===== src/rtl/multdiv_issue_controller.sv =====
// Execute-stage issue controller for the multi-cycle multiplier/divider.
// Detects a mul/div in the DX latch and freezes the front of the pipeline.
// Sends one start pulse with held operands to the multdiv unit, then waits
// for its completion strobe or a timeout. For one cycle it hands either the
// result or the $rstatus exception write to the XM latch.
// TIMEOUT must not exceed 62 so that the saturating 6-bit counter can reach it.
module multdiv_issue_controller #(
    parameter int TIMEOUT  = 40,
    parameter int MUL_CODE = 4,
    parameter int DIV_CODE = 5
) (
    input  logic        clock,
    input  logic        reset,
    input  logic [4:0]  opcode_DX,
    input  logic [4:0]  aluop_DX,
    input  logic [4:0]  rd_DX,
    input  logic [31:0] operandA,
    input  logic [31:0] operandB,
    input  logic [31:0] data_result,
    input  logic        data_exception,
    input  logic        data_resultRDY,
    output logic        ctrl_MULT,
    output logic        ctrl_DIV,
    output logic [31:0] md_operandA,
    output logic [31:0] md_operandB,
    output logic        stall_multdiv,
    output logic        result_sel,
    output logic [4:0]  wb_rd,
    output logic [31:0] wb_data,
    output logic [4:0]  busy_rd
);

    localparam logic [4:0]  OPCODE_ALU  = 5'b00000;
    localparam logic [4:0]  ALUOP_MUL   = 5'b00110;
    localparam logic [4:0]  ALUOP_DIV   = 5'b00111;
    localparam logic [4:0]  RSTATUS_REG = 5'd30;
    localparam logic [5:0]  TIMEOUT_CNT = 6'(TIMEOUT);
    localparam logic [5:0]  CNT_MAX     = 6'h3f;
    localparam logic [31:0] MUL_EXC     = 32'(MUL_CODE);
    localparam logic [31:0] DIV_EXC     = 32'(DIV_CODE);

    typedef enum logic [1:0] {
        ST_IDLE = 2'd0,
        ST_WAIT = 2'd1,
        ST_DONE = 2'd2
    } state_t;

    state_t      state;
    logic [5:0]  wait_count;
    logic        pulse_pending;
    logic        op_is_div;
    logic [4:0]  captured_rd;

    logic        is_muldiv_dx;
    logic        start;
    logic        rdy_accept;
    logic        timeout_hit;
    logic        finish_exc;
    logic [31:0] finish_result;
    logic [31:0] exc_code;

    // Decode the DX instruction and qualify completion events for this cycle.
    // start is gated by reset so the stall drops the moment reset asserts,
    // even though DX may still hold a mul/div.
    always_comb begin
        is_muldiv_dx  = (opcode_DX == OPCODE_ALU) &&
                        ((aluop_DX == ALUOP_MUL) || (aluop_DX == ALUOP_DIV));
        start         = reset && (state == ST_IDLE) && is_muldiv_dx;
        rdy_accept    = (state == ST_WAIT) && !pulse_pending && data_resultRDY;
        timeout_hit   = (state == ST_WAIT) && (wait_count == TIMEOUT_CNT);
        finish_exc    = rdy_accept ? data_exception : 1'b1;
        finish_result = rdy_accept ? data_result : 32'd0;
        exc_code      = op_is_div ? DIV_EXC : MUL_EXC;
    end

    // The front of the pipeline is frozen while issuing and waiting; DONE
    // lets the mul/div advance into XM.
    assign stall_multdiv = start || (state == ST_WAIT);

    // Issue/wait/writeback sequencer; every output except the stall is registered here.
    always_ff @(posedge clock or negedge reset) begin
        if (!reset) begin
            state         <= ST_IDLE;
            wait_count    <= 6'd0;
            pulse_pending <= 1'b0;
            op_is_div     <= 1'b0;
            captured_rd   <= 5'd0;
            ctrl_MULT     <= 1'b0;
            ctrl_DIV      <= 1'b0;
            md_operandA   <= 32'd0;
            md_operandB   <= 32'd0;
            result_sel    <= 1'b0;
            wb_rd         <= 5'd0;
            wb_data       <= 32'd0;
            busy_rd       <= 5'd0;
        end else begin
            ctrl_MULT <= 1'b0;
            ctrl_DIV  <= 1'b0;
            case (state)
                ST_IDLE: begin
                    result_sel <= 1'b0;
                    wb_rd      <= 5'd0;
                    wb_data    <= 32'd0;
                    busy_rd    <= 5'd0;
                    if (start) begin
                        md_operandA   <= operandA;
                        md_operandB   <= operandB;
                        captured_rd   <= rd_DX;
                        busy_rd       <= rd_DX;
                        op_is_div     <= (aluop_DX == ALUOP_DIV);
                        ctrl_MULT     <= (aluop_DX == ALUOP_MUL);
                        ctrl_DIV      <= (aluop_DX == ALUOP_DIV);
                        wait_count    <= 6'd0;
                        pulse_pending <= 1'b1;
                        state         <= ST_WAIT;
                    end
                end
                ST_WAIT: begin
                    pulse_pending <= 1'b0;
                    if (wait_count != CNT_MAX) begin
                        wait_count <= wait_count + 6'd1;
                    end
                    if (rdy_accept || timeout_hit) begin
                        result_sel <= 1'b1;
                        wb_rd      <= finish_exc ? RSTATUS_REG : captured_rd;
                        wb_data    <= finish_exc ? exc_code : finish_result;
                        state      <= ST_DONE;
                    end
                end
                ST_DONE: begin
                    result_sel <= 1'b0;
                    wb_rd      <= 5'd0;
                    wb_data    <= 32'd0;
                    busy_rd    <= 5'd0;
                    state      <= ST_IDLE;
                end
                default: begin
                    result_sel <= 1'b0;
                    wb_rd      <= 5'd0;
                    wb_data    <= 32'd0;
                    busy_rd    <= 5'd0;
                    state      <= ST_IDLE;
                end
            endcase
        end
    end

endmodule


===== config.mk =====
export PLATFORM = sky130hd
export DESIGN_NAME = multdiv_issue_controller
export DESIGN_NICKNAME = d
export VERILOG_FILES = /design/src/rtl/multdiv_issue_controller.sv
export SDC_FILE = /design/constraint.sdc
export NUM_CORES = 1
export LEC_CHECK = 0
export BUFFER_PORTS_ARGS = -buffer_cell sky130_fd_sc_hd__buf_2
export CELL_PAD_IN_SITES_DETAIL_PLACEMENT = 2
export CELL_PAD_IN_SITES_GLOBAL_PLACEMENT = 2
export CORE_ASPECT_RATIO = 1.4
export CORE_MARGIN = 2
export CORE_UTILIZATION = 27
export DETAILED_ROUTE_END_ITERATION = 8
export GPL_ROUTABILITY_DRIVEN = 1
export HOLD_SLACK_MARGIN = 0.06
export PLACE_DENSITY_LB_ADDON = 0.1
export SLEW_MARGIN = 20
export SYNTH_ARGS = -nofsm -noshare
export SYNTH_HDL_FRONTEND = slang
export SYNTH_SLANG_ARGS = --single-unit

===== constraint.sdc =====
create_clock -name clock -period 1.9 [get_ports clock]
set_clock_uncertainty 0.05 [all_clocks]
set_input_delay 0.095 -clock clock [delete_from_list [all_inputs] [get_ports clock]]
set_output_delay 0.095 -clock clock [all_outputs]
set_load 0.05 [all_outputs]

==> results.md <==
- PwrDens: 869.9 nW/um^2
- Final slew viol count: 0
- Tcrit/Tclk final: between 90% and 100%
- Total CTS buffers: 17
- Post-synthesis register bit count: 124
- Outcome: completed
- Post-synth EDFFs: 0
- Hold path startpoint: opcode_DX[3]
- Final min period: between 1.5 and 2 ns
- All-Layer GR Usage: between 20% and 30%
- Area contributors post-synth: dfrtp_1 (65%), nand2_1 (18%), a22o_1 (5.9%), buf_2 (1.6%), o221a_2 (1.4%)
- Gpl congestion: about 0.78
- Die H: about 160 um
- Crit path arrival time: 2.09 ns
- Dpl hpwl: between 10000 and 15000 um
- Die width: 116.1 um
- Area grow syn2layout: 65.43%
- Clk sinks: roughly 120
- Largest net degree at the start of global routing: around 130
- Via density: roughly 4.5
- Hold Crit Depth: 5
- # port buffers: 224
- Initial antenna violation count: 1
- Reg2Reg Depth: 3
- Count of different cell masters after synthesis: 37
- Vias: approximately 4600
- Dpl cells: approximately 900
- Overflow after GRT: 0
- Critical Path End Type: flop
- H-tree depth: 4
- Worst-Skew Late Latency: 0.41 ns
- Peak VDD IR: just over 0.0004 V
- Worst hold path type: primary input to flop
- Cell area after synthesis: roughly 4800 sq um
- Reg-to-Reg Start: pulse_pending
- Core Box Area: about 17000 sq um
- Dpl ws: approximately 0.022 ns
- Antenna Cells: 0
- Final Setup Violations: 0
- Max Cap Violations: 0
- Warnings, synthesis: 0
- Nature of the critical path startpoint: flop
- TritonCTS clock tree: yes
- Accumulated negative setup slack: 0 ns
- Clock buffer depth: 2
- First-pass GRT wire length: around 29000 um
- Slew HR: between 50% and 60%
- Vias in the first global route: around 5400
- Row count: 57
- Initial DRT Pass Iterations: 4
- Initial core utilization: about 27%
- Post-synthesis sequential area ratio: around two thirds
- Crit path kind: flop to flop
- Reg clk slew, reported paths: approximately 0.06 ns
- Crit path max fanout: 15
- Slew @ Worst Pin: between 0.6 and 0.7 ns
- Fraction of layout cells with a size suffix above 1: between 30% and 40%
- Avg Cell Area, Syn: between 10 and 15 sq um
- Leak: 4.471 nW
- Post-Syn Nets: roughly 570
- Top FF cell, synth: dfrtp_1
- Post-DRT Antenna Nets: 0
- Nets: between 900 and 1000
- Final hold slack: 0.1609 ns
- Worst setup margin: 0.1088 ns
- # IOs: roughly 230
- Req. time, crit path: ~2.2 ns
- Total die area: 18690 sq um
- Final WL: 18150 um
- Final cell count without fillers: between 1000 and 1500
- Filler cell count: approximately 1900
- Post-Synthesis Cells: 456
- Final design utilization: a little under half
- Synth top area share: 65.30%
- Initial DRC count: 182
- Asr flop ratio synth: between 90% and 100%
- Reg2reg end: wb_data[16]
- WHS Endpoint: ctrl_MULT
- RSZ-0062 raised after global routing: false
- Routed WL per cell: around 17 um
- Clk root buf: clkbuf_16
- Synth area leader: dfrtp_1
- Final hold viol count: 0
- DRC viols: 0
- Reg2reg setup slack: ~0.11 ns
- Achievable frequency: 558.3 MHz
## synthesized netlist by cell type, types with 2 or more instances
library cell  count
nand2_1         222
dfrtp_1         124
a22o_1           32
buf_2            15
o221a_2           6
clkbuf_1          5
inv_1             5
a21oi_1           4
nor2_1            4
buf_6             3
buf_4             2
ha_1              2
nand3_1           2
nand4_1           2
nand4b_1          2
nor3_1            2
nor4_1            2
o21a_1            2
o21ai_0           2
## sequential cells by signal (all words and copies together) (netlist names)
| name | flops |
|---|---|
| md_operandB | 32 |
| ctrl_DIV | 1 |
| wait_count | 6 |
| wb_rd | 5 |
| op_is_div | 1 |
| md_operandA | 32 |
| wb_data | 32 |
| captured_rd | 5 |
| state | 2 |
| busy_rd | 5 |
| ctrl_MULT | 1 |
| result_sel | 1 |
| pulse_pending | 1 |
## layer usage
metal	up-vias	GRT usage, %	wire length (um)	part of all wire [%]
met5	-	0	0	0
met4	0	5.195	248	1.4
met3	16	5.704	1085	6.0
met2	156	36.79	9790	54
met1	2306	22.67	7025	39
li1	2162	-	-	-
## critical path, cell delays in order, from the launching register on
cell     delay, ns
dfrtp_1       0.42
or3_1         0.43
nor2_2        0.60
a22o_1        0.24
## layout make-up
cell class | count | area (sq um) | area share, %
Tap cell | 236 | 295.3 | 3.756
Timing Repair Buffer | 341 | 2312 | 29.41
Sequential cell | 124 | 3103 | 39.47
Multi-Input combinational cell | 303 | 1525 | 19.40
Clock inverter | 14 | 167.7 | 2.133
Clock buffer | 18 | 439.2 | 5.587
Inverter | 5 | 18.77 | 0.2387
## stage by stage
stage / power (mW) / area [sq um]
floorplan: 3.071 / 4752
global placement: 3.347 / 6190
detailed placement: 3.364 / 6190
CTS: 6.903 / 7855
global route: 7.130 / 7861
finish: 6.838 / 7861
## worst max-delay path by stage
stage / start / endpoint / slack [ns]
2_1_floorplan: state[0] / stall_multdiv / 0.18
3_3_place_gp: wait_count[0] / wb_data[30] / 0.13
3_5_place_dp: wait_count[0] / wb_data[0] / 0.02
4_1_cts: state[0] / stall_multdiv / 0.06
5_1_grt: pulse_pending / wb_data[11] / 0.004
6_report: pulse_pending / wb_data[16] / 0.11
## cell usage in the layout, fill, tap and decap left out, drive strengths merged, types with 2 or more instances in the layout
cell	n
buf	238
nand2	222
dfrtp	124
dlygate4sd3	103
a22o	32
clkbuf	18
inv	7
o221a	6
nor2	6
clkinv	6
a21oi	4
clkinvlp	3
bufinv	3
nor4	2
nand4b	2
o21ai	2
nor3	2
nand4	2
o21a	2
ha	2
nand3	2
## where the power goes
part           switching (mW)  leakage [nW]  internal, mW
sequential             0.0586          1.72          2.71
clock                    1.25         0.292          2.10
combinational           0.393          2.46         0.331
total                    1.70          4.47          5.14
## what timing repair did
item	in CTS	in global routing
pin swaps	1	2
hold buffers	103	0
setup buffers	1	0
gates cloned	0	1
resized for setup	3	0
endpoints found under the setup margin	31	2
hold endpoints to repair	233	0
## cell families (layout without fill, tap and decap cells)
| group | after synthesis | count (layout) | synth area share (%) |
|---|---|---|---|
| muxes | 2 | 2 | 0.4476 |
| and+or+nand+nor | 246 | 247 | 21.01 |
| DFF | 124 | 124 | 65.30 |
| buffers and inverters | 30 | 378 | 3.396 |
| adders and majority gates | 2 | 2 | 0.5265 |
| AOI/OAI and AO/OA | 52 | 52 | 9.321 |
No activity file was read; power rests on OpenSTA's default activity.
